==> src/rtl/fib_seq_gen.sv <==
// Fibonacci-type sequence generator with a valid/ready output stream.
// Emits `count` terms from two seeds; overflow either wraps or ends the sequence early.
module fib_seq_gen #(
    parameter int WIDTH = 16,
    parameter int IDX_W = 8,
    parameter int SEED0 = 0,
    parameter int SEED1 = 1
) (
    input  logic             clk,
    input  logic             rst,
    input  logic             start,
    input  logic [IDX_W-1:0] count,
    input  logic             wrap_en,
    output logic [WIDTH-1:0] out_data,
    output logic [IDX_W-1:0] out_idx,
    output logic             out_valid,
    input  logic             out_ready,
    output logic             out_last,
    output logic             busy,
    output logic             ovf
);

    typedef enum logic {
        ST_IDLE = 1'b0,
        ST_RUN  = 1'b1
    } state_t;

    localparam logic [WIDTH-1:0] SEED0_V = WIDTH'(SEED0);
    localparam logic [WIDTH-1:0] SEED1_V = WIDTH'(SEED1);

    state_t             state_q, state_d;
    logic [WIDTH-1:0]   a_q, a_d;
    logic [WIDTH-1:0]   b_q, b_d;
    logic               a_ovf_q, a_ovf_d;
    logic               b_ovf_q, b_ovf_d;
    logic [IDX_W-1:0]   rem_q, rem_d;
    logic [IDX_W-1:0]   idx_q, idx_d;
    logic               wrap_q, wrap_d;
    logic               last_q, last_d;
    logic               ovf_q, ovf_d;

    logic [WIDTH:0]     sum_s;
    logic [IDX_W-1:0]   rem_dec_s;
    logic               hs_s;

    assign sum_s     = {1'b0, a_q} + {1'b0, b_q};
    assign rem_dec_s = rem_q - IDX_W'(1);
    assign hs_s      = (state_q == ST_RUN) && out_ready;

    // Next-state logic: sequence load, term advance and overflow tracking.
    always_comb begin
        state_d = state_q;
        a_d     = a_q;
        b_d     = b_q;
        a_ovf_d = a_ovf_q;
        b_ovf_d = b_ovf_q;
        rem_d   = rem_q;
        idx_d   = idx_q;
        wrap_d  = wrap_q;
        last_d  = last_q;
        ovf_d   = ovf_q;
        case (state_q)
            ST_IDLE: begin
                if (start && (count != '0)) begin
                    state_d = ST_RUN;
                    a_d     = SEED0_V;
                    b_d     = SEED1_V;
                    a_ovf_d = 1'b0;
                    b_ovf_d = 1'b0;
                    rem_d   = count;
                    idx_d   = '0;
                    wrap_d  = wrap_en;
                    ovf_d   = 1'b0;
                    last_d  = (count == IDX_W'(1));
                end else begin
                    state_d = ST_IDLE;
                end
            end
            ST_RUN: begin
                if (hs_s) begin
                    // In stop mode the last beat is flagged when the following term overflowed.
                    if ((wrap_q && a_ovf_q) || (!wrap_q && last_q && b_ovf_q)) begin
                        ovf_d = 1'b1;
                    end else begin
                        ovf_d = ovf_q;
                    end
                    if (last_q) begin
                        state_d = ST_IDLE;
                        last_d  = 1'b0;
                    end else begin
                        a_d     = b_q;
                        a_ovf_d = b_ovf_q;
                        b_d     = sum_s[WIDTH-1:0];
                        b_ovf_d = sum_s[WIDTH] | a_ovf_q | b_ovf_q;
                        idx_d   = idx_q + IDX_W'(1);
                        rem_d   = rem_dec_s;
                        last_d  = (rem_dec_s == IDX_W'(1)) || (!wrap_q && b_ovf_d);
                    end
                end else begin
                    state_d = ST_RUN;
                end
            end
            default: begin
                state_d = ST_IDLE;
            end
        endcase
    end

    // State registers, cleared asynchronously.
    always_ff @(posedge clk or posedge rst) begin
        if (rst) begin
            state_q <= ST_IDLE;
            a_q     <= '0;
            b_q     <= '0;
            a_ovf_q <= 1'b0;
            b_ovf_q <= 1'b0;
            rem_q   <= '0;
            idx_q   <= '0;
            wrap_q  <= 1'b0;
            last_q  <= 1'b0;
            ovf_q   <= 1'b0;
        end else begin
            state_q <= state_d;
            a_q     <= a_d;
            b_q     <= b_d;
            a_ovf_q <= a_ovf_d;
            b_ovf_q <= b_ovf_d;
            rem_q   <= rem_d;
            idx_q   <= idx_d;
            wrap_q  <= wrap_d;
            last_q  <= last_d;
            ovf_q   <= ovf_d;
        end
    end

    assign out_data  = a_q;
    assign out_idx   = idx_q;
    assign out_valid = (state_q == ST_RUN);
    assign busy      = (state_q == ST_RUN);
    assign out_last  = last_q;
    assign ovf       = ovf_q;

endmodule
==> config.mk <==
export PLATFORM = sky130hd
export DESIGN_NAME = fib_seq_gen
export DESIGN_NICKNAME = d
export VERILOG_FILES = /design/src/rtl/fib_seq_gen.sv
export SDC_FILE = /design/constraint.sdc
export NUM_CORES = 1
export LEC_CHECK = 0
export BUFFER_PORTS_ARGS = -buffer_cell sky130_fd_sc_hd__buf_4
export CELL_PAD_IN_SITES_DETAIL_PLACEMENT = 0
export CELL_PAD_IN_SITES_GLOBAL_PLACEMENT = 1
export CORE_MARGIN = 1
export CORE_UTILIZATION = 40
export CTS_BUF_LIST = sky130_fd_sc_hd__clkbuf_16
export DETAILED_ROUTE_END_ITERATION = 12
export PLACE_DENSITY_LB_ADDON = 0.1
export SYNTH_ARGS = -nofsm -noshare
export SYNTH_HDL_FRONTEND = slang
export SYNTH_SLANG_ARGS = --single-unit
export TNS_END_PERCENT = 5
==> constraint.sdc <==
create_clock -name clk -period 2.05 [get_ports clk]
set_input_delay 0.41 -clock clk [delete_from_list [all_inputs] [get_ports clk]]
set_output_delay 0.41 -clock clk [all_outputs]
set_load 0.02 [all_outputs]
# Yosys cells after proc, flatten, opt, wreduce, memory -nomap -nowiden

Index checks and enable logic that the tools add are counted.

$add $sub $neg: 3
Equal/unequal tests: 6
Multiplexer cells: 34
Bitwise operators: 3
Reductions and logical operators: 14

Operators with widths:

| cell                                                                | number |
|---|---|
| 16-bit two-way mux                                                  | 6 |
| 16-bit one-hot mux with 2 select lines                              | 2 |
| 8-bit two-way mux                                                   | 6 |
| 8-bit one-hot mux with 2 select lines                               | 2 |
| 16-bit by 16-bit adder with 17-bit output                           | 1 |
| 8-bit by 1-bit == test with 1-bit output (second input constant)    | 2 |
| 1-bit two-way mux                                                   | 13 |
| 1-bit one-hot mux with 2 select lines                               | 5 |
| 8-bit by 1-bit adder with 8-bit output (second input constant)      | 1 |
| 8-bit nonzero test                                                  | 1 |
| 8-bit by 1-bit subtractor with 8-bit output (second input constant) | 1 |
| 1-bit logical AND                                                   | 6 |
| 3-bit AND reduction                                                 | 2 |
| 2-bit by 1-bit != test with 1-bit output (second input constant)    | 2 |
| 2-bit != test (second input constant)                               | 2 |
| 2-bit AND reduction                                                 | 2 |
| 1-bit logical OR                                                    | 2 |
| 1-bit bitwise OR                                                    | 2 |
| 1-bit zero test                                                     | 1 |
| 1-bit NOT                                                           | 1 |

Register bits after elaboration: 54
Input port bits: 13
Output and inout port bits: 28
Word-level logic and storage cells: 70

# Logic depth before layout (Yosys ltp)

Depth in word-level cells: 8
Gate-level depth with buffers: 9
Mapped depth without buffers: 9

# Worst setup path after synthesis

No wires, ideal clock.

Path kind: reg2reg
Start: register a_q[0] (netlist: out_data[0])
End: register last_q (netlist: out_last)
Library setup time: 0.077 ns
Arrival: 2.123 ns
Data required time: 1.973 ns
Path slack: -0.151 ns
Cell stages (with the launch flop): 10
Path buffers: 0
Clock period less this slack: 2.201 ns
Cell sequence: dfrtp_1 > ha_1 > inv_1 > fa_1 > nor2b_4 > o211ai_2 > a21boi_2 > o211ai_1 > a311o_1 > a21oi_1

Word-level cells in the longest chain between the ends: 8

Ends and longest elaborated chain:

| item                                      | line | RTL |
|---|---|---|
| start, declared                           | 32   | `logic [WIDTH-1:0] a_q, a_d;` |
| start signal, assigned                    | 113  | `a_q <= '0;` |
| start signal, assigned                    | 124  | `a_q <= a_d;` |
| 16-bit by 16-bit adder with 17-bit output | 46   | `assign sum_s = {1'b0, a_q} + {1'b0, b_q};` |
| 1-bit bitwise OR (2 in series)            | 94   | `b_ovf_d = sum_s[WIDTH] \| a_ovf_q \| b_ovf_q;` |
| 1-bit logical AND                         | 97   | `last_d = (rem_dec_s == IDX_W'(1)) \|\| (!wrap_q && b_ovf_d);` |
| 1-bit logical OR                          | 97   |  |
| 1-bit two-way mux                         | 87   | `if (last_q) begin` |
| 1-bit two-way mux                         | 80   | `if (hs_s) begin` |
| 1-bit one-hot mux with 2 select lines     | 62   | `case (state_q)` |
| end signal, assigned                      | 131  | `last_q <= last_d;` |
| end, declared                             | 39   | `logic last_q, last_d;` |

Every way passes these cells. The select of a mux whose other input is x is not followed.
A chain may end at the register's enable or synchronous reset.

# Final worst setup path

Start: register a_q[0] (netlist: out_data[0])
End: register b_q[8]

Word-level cells in the longest chain between the ends: 4

Ends and longest elaborated chain:

| item                                      | line | RTL |
|---|---|---|
| 16-bit by 16-bit adder with 17-bit output | 46   |  |
| 16-bit two-way mux                        | 87   |  |
| 16-bit two-way mux                        | 80   |  |
| 16-bit one-hot mux with 2 select lines    | 62   |  |
| end signal, assigned                      | 114  | `b_q <= '0;` |
| end signal, assigned                      | 125  | `b_q <= b_d;` |
| end, declared                             | 33   | `logic [WIDTH-1:0] b_q, b_d;` |

Every way passes these cells. The select of a mux whose other input is x is not followed.

==> run metrics <==
WP data arrival 2290 ps; worst-case clock buffer depth 2; Pre-Repair DR Iteration Count 4; GRT Overall Usage 19.3%; wire per inst 15.4 um; DRC violations left 0; Starting Density 41.0%; RSZ-0062 raised after global routing true; RR Endpoint b_q[8]; clock latency on the worst-skew pair 290 ps; setup bufs post-CTS 0; max-capacitance violation count 0; initial antenna violation count 0; drt total wl 7540 um; first-pass GRT wire length 12900 um; Die X 90.8 um; area leader, netlist dfrtp_1; Core ar. 7690 sq um; fillcell total 735; initial DRC count 81; Primary FF master, synth dfrtp_1; Crit Reg-Reg Startpoint out_data[0]; Detail Route Antenna Nets 0; share of cells above drive strength 1 24.7%; Peak Freq 476 MHz; Site Rows 32; diode count 0; vias 2659; CTS Buf Count 5; Synth cell types 59; Root Driver clkbuf_16; worst hold path type input pin to asynchronous set/reset pin; I/O Pins 41; Final Skew 3.47 ps; Die Ht 90.8 um; # H-tree levels 2; register area 1350 sq um; minimum clock period 2100 ps; die area 8240 sq um; Synth top area share 42.9%; LEAKAGE 1.93 nW; largest net degree at the start of global routing 26; CP max FO 4; kind of critical path register to register; endpoints failing setup 2; number of port buffers 40; VDD IR-drop max 0.530 mV; Mapped Area 3150 sq um; synthesis-to-layout area growth 24.2%; Area contributors post-synth dfrtp_1 43%, ha_1 7.5%, nand2_1 4.5%, a22o_1 4.4%, o21ai_0 3.8%; Seq/Total Area, Yosys 42.9%; Rel. slew slack 64.3%; type of origin of the critical path register; Post-synth EDFFs 0; measured slew at the worst slew-check pin 535 ps; most frequent cell after synthesis dfrtp_1; syn_nets 365; post-route cell area 3920 sq um; hold buffers post-CTS 0; post-synthesis average cell area 9.50 sq um; Max Slew Vio Count 0; TritonCTS clock tree yes; number of global-route vias before repair 2627; area of the multi-input gates 1750 sq um; power density of the placed cells 1090 nW/um^2; status finished, violations left; Fin. Hold Viols 0; placed cell area 3740 sq um; final worst slack -50.5 ps; CP endpoint kind register; synth warn 0; post-DP HPWL 5490 um; most frequent cells after synthesis 54 x dfrtp_1, 38 x nand2_1, 26 x nor2_1, 24 x o21ai_0; GRT overflow 0; Sink Count 54; Critical Path RT 2240 ps; nets 421; DR vias/cell 5.42; length in cells of the worst reg-to-reg path 9; failing checks negative setup slack; Syn Inst Count 332; period utilization 102%; synthesis-stage register bit count 54; pre-CTS setup slack -66.9 ps; Worst Setup SP out_data[0]; Worst-path clk slew 70 ps; FFs w/ async S/R, synth 100%; RePlAce Congestion 0.831; R2R Setup Slk -50 ps
[area by class of cell]
class,count,area share (%)
clock buffer,5,3.19
clock inverter,3,0.671
inverter,11,1.05
multi-input combinational,252,44.7
sequential,54,34.5
tap,102,3.26
timing repair buffer,64,12.6
[how the worst max path moves through the flow]
| stage | end | slack, ps | cells past startpoint |
|---|---|---|---|
| floorplan | b_q[8] | -70 | 9 |
| finish | b_q[8] | -50 | 9 |
| CTS | b_q[8] | -60 | 9 |
| global route | b_q[8] | -140 | 9 |
| global placement | b_q[8] | -50 | 9 |
| detailed placement | b_q[8] | -70 | 9 |
[timing repair]
| action | 4_1_cts | 5_1_grt |
|---|---|---|
| gates cloned | 0 | 0 |
| gates resized for setup | 2 | 4 |
| hold endpoints to repair | 0 | 0 |
| pin swaps | 2 | 3 |
| endpoints found under the setup margin | 7 | 10 |
[per-layer routing]
layer	wire length [um]	track usage (%)	vias up	share of wire (%)
met5	0	0	-	0
met4	57	4.23	0	0.76
met3	225	4.04	6	3.0
met2	3560	31.1	40	47
met1	3700	26.8	1289	49
li1	-	-	1324	-
[per-stage QoR]
| step | hold WS (ps) | power (mW) | setup TNS [ps] | std cells | utilization, % |
|---|---|---|---|---|---|
| 6_report | 124 | 4.29 | -76.7 | 491 | 50.9 |
| 5_1_grt | 143 | 4.61 | -569 | 491 | 50.9 |
| 4_1_cts | 144 | 4.33 | -102 | 491 | 50.8 |
| 3_5_place_dp | 457 | 3.44 | -171 | 483 | 48.6 |
| 3_3_place_gp | 458 | 3.42 | -87.9 | 483 | 48.6 |
| 2_1_floorplan | 474 | 2.78 | -102 | 332 | - |
[where the power goes]
part           leakage, nW  switching, mW  internal, mW
Clock               0.0740          0.408         0.460
Sequential           0.720          0.264          1.31
Combinational         1.14           1.01         0.829
Total                 1.93           1.68          2.60
[registers in the layout, summed over array words and instances, names as in the netlist]
register and cells:
a_ovf_q 1, b_ovf_q 1, b_q 16, busy 1
out_data 16, out_idx 8, out_last 1, ovf 1
rem_q 8, wrap_q 1
[logic make-up (layout without fill, tap and decap cells)]
family / count (synthesis) / in the layout / share of synthesized area [%]
AO/OA/AOI/OAI: 102 / 102 / 22.7
XOR/XNOR: 16 / 16 / 4.44
adder cells (fa/ha/maj): 20 / 20 / 8.17
buffers and inverters: 26 / 83 / 3.65
flip-flops: 54 / 54 / 42.9
multiplexers: 3 / 3 / 0.992
AND/OR/NAND/NOR: 111 / 111 / 17.2
[cell usage in the layout (no fill, tap or decap), types with 4 or more instances in the layout]
cell type	instances
nor2_1	24
nand3_1	4
nand2_1	38
nand2b_1	4
xor2_1	13
ha_1	16
clkbuf_16	5
or3_1	5
a21o_1	6
a22o_1	16
buf_4	63
nor3_1	9
nand4_1	6
o22ai_1	4
a21oi_1	19
o21ai_0	22
inv_1	9
dfrtp_1	53
and3_1	6
[critical path, stage by stage, from the launching register on]
cell	delay, ps
dfrtp_2	420
ha_4	160
inv_2	40
fa_2	220
nor2b_4	50
o211ai_2	140
a21boi_2	100
o311a_1	300
or3_1	310
a32o_1	250
Note: power is estimated with default switching activity, not from simulation.
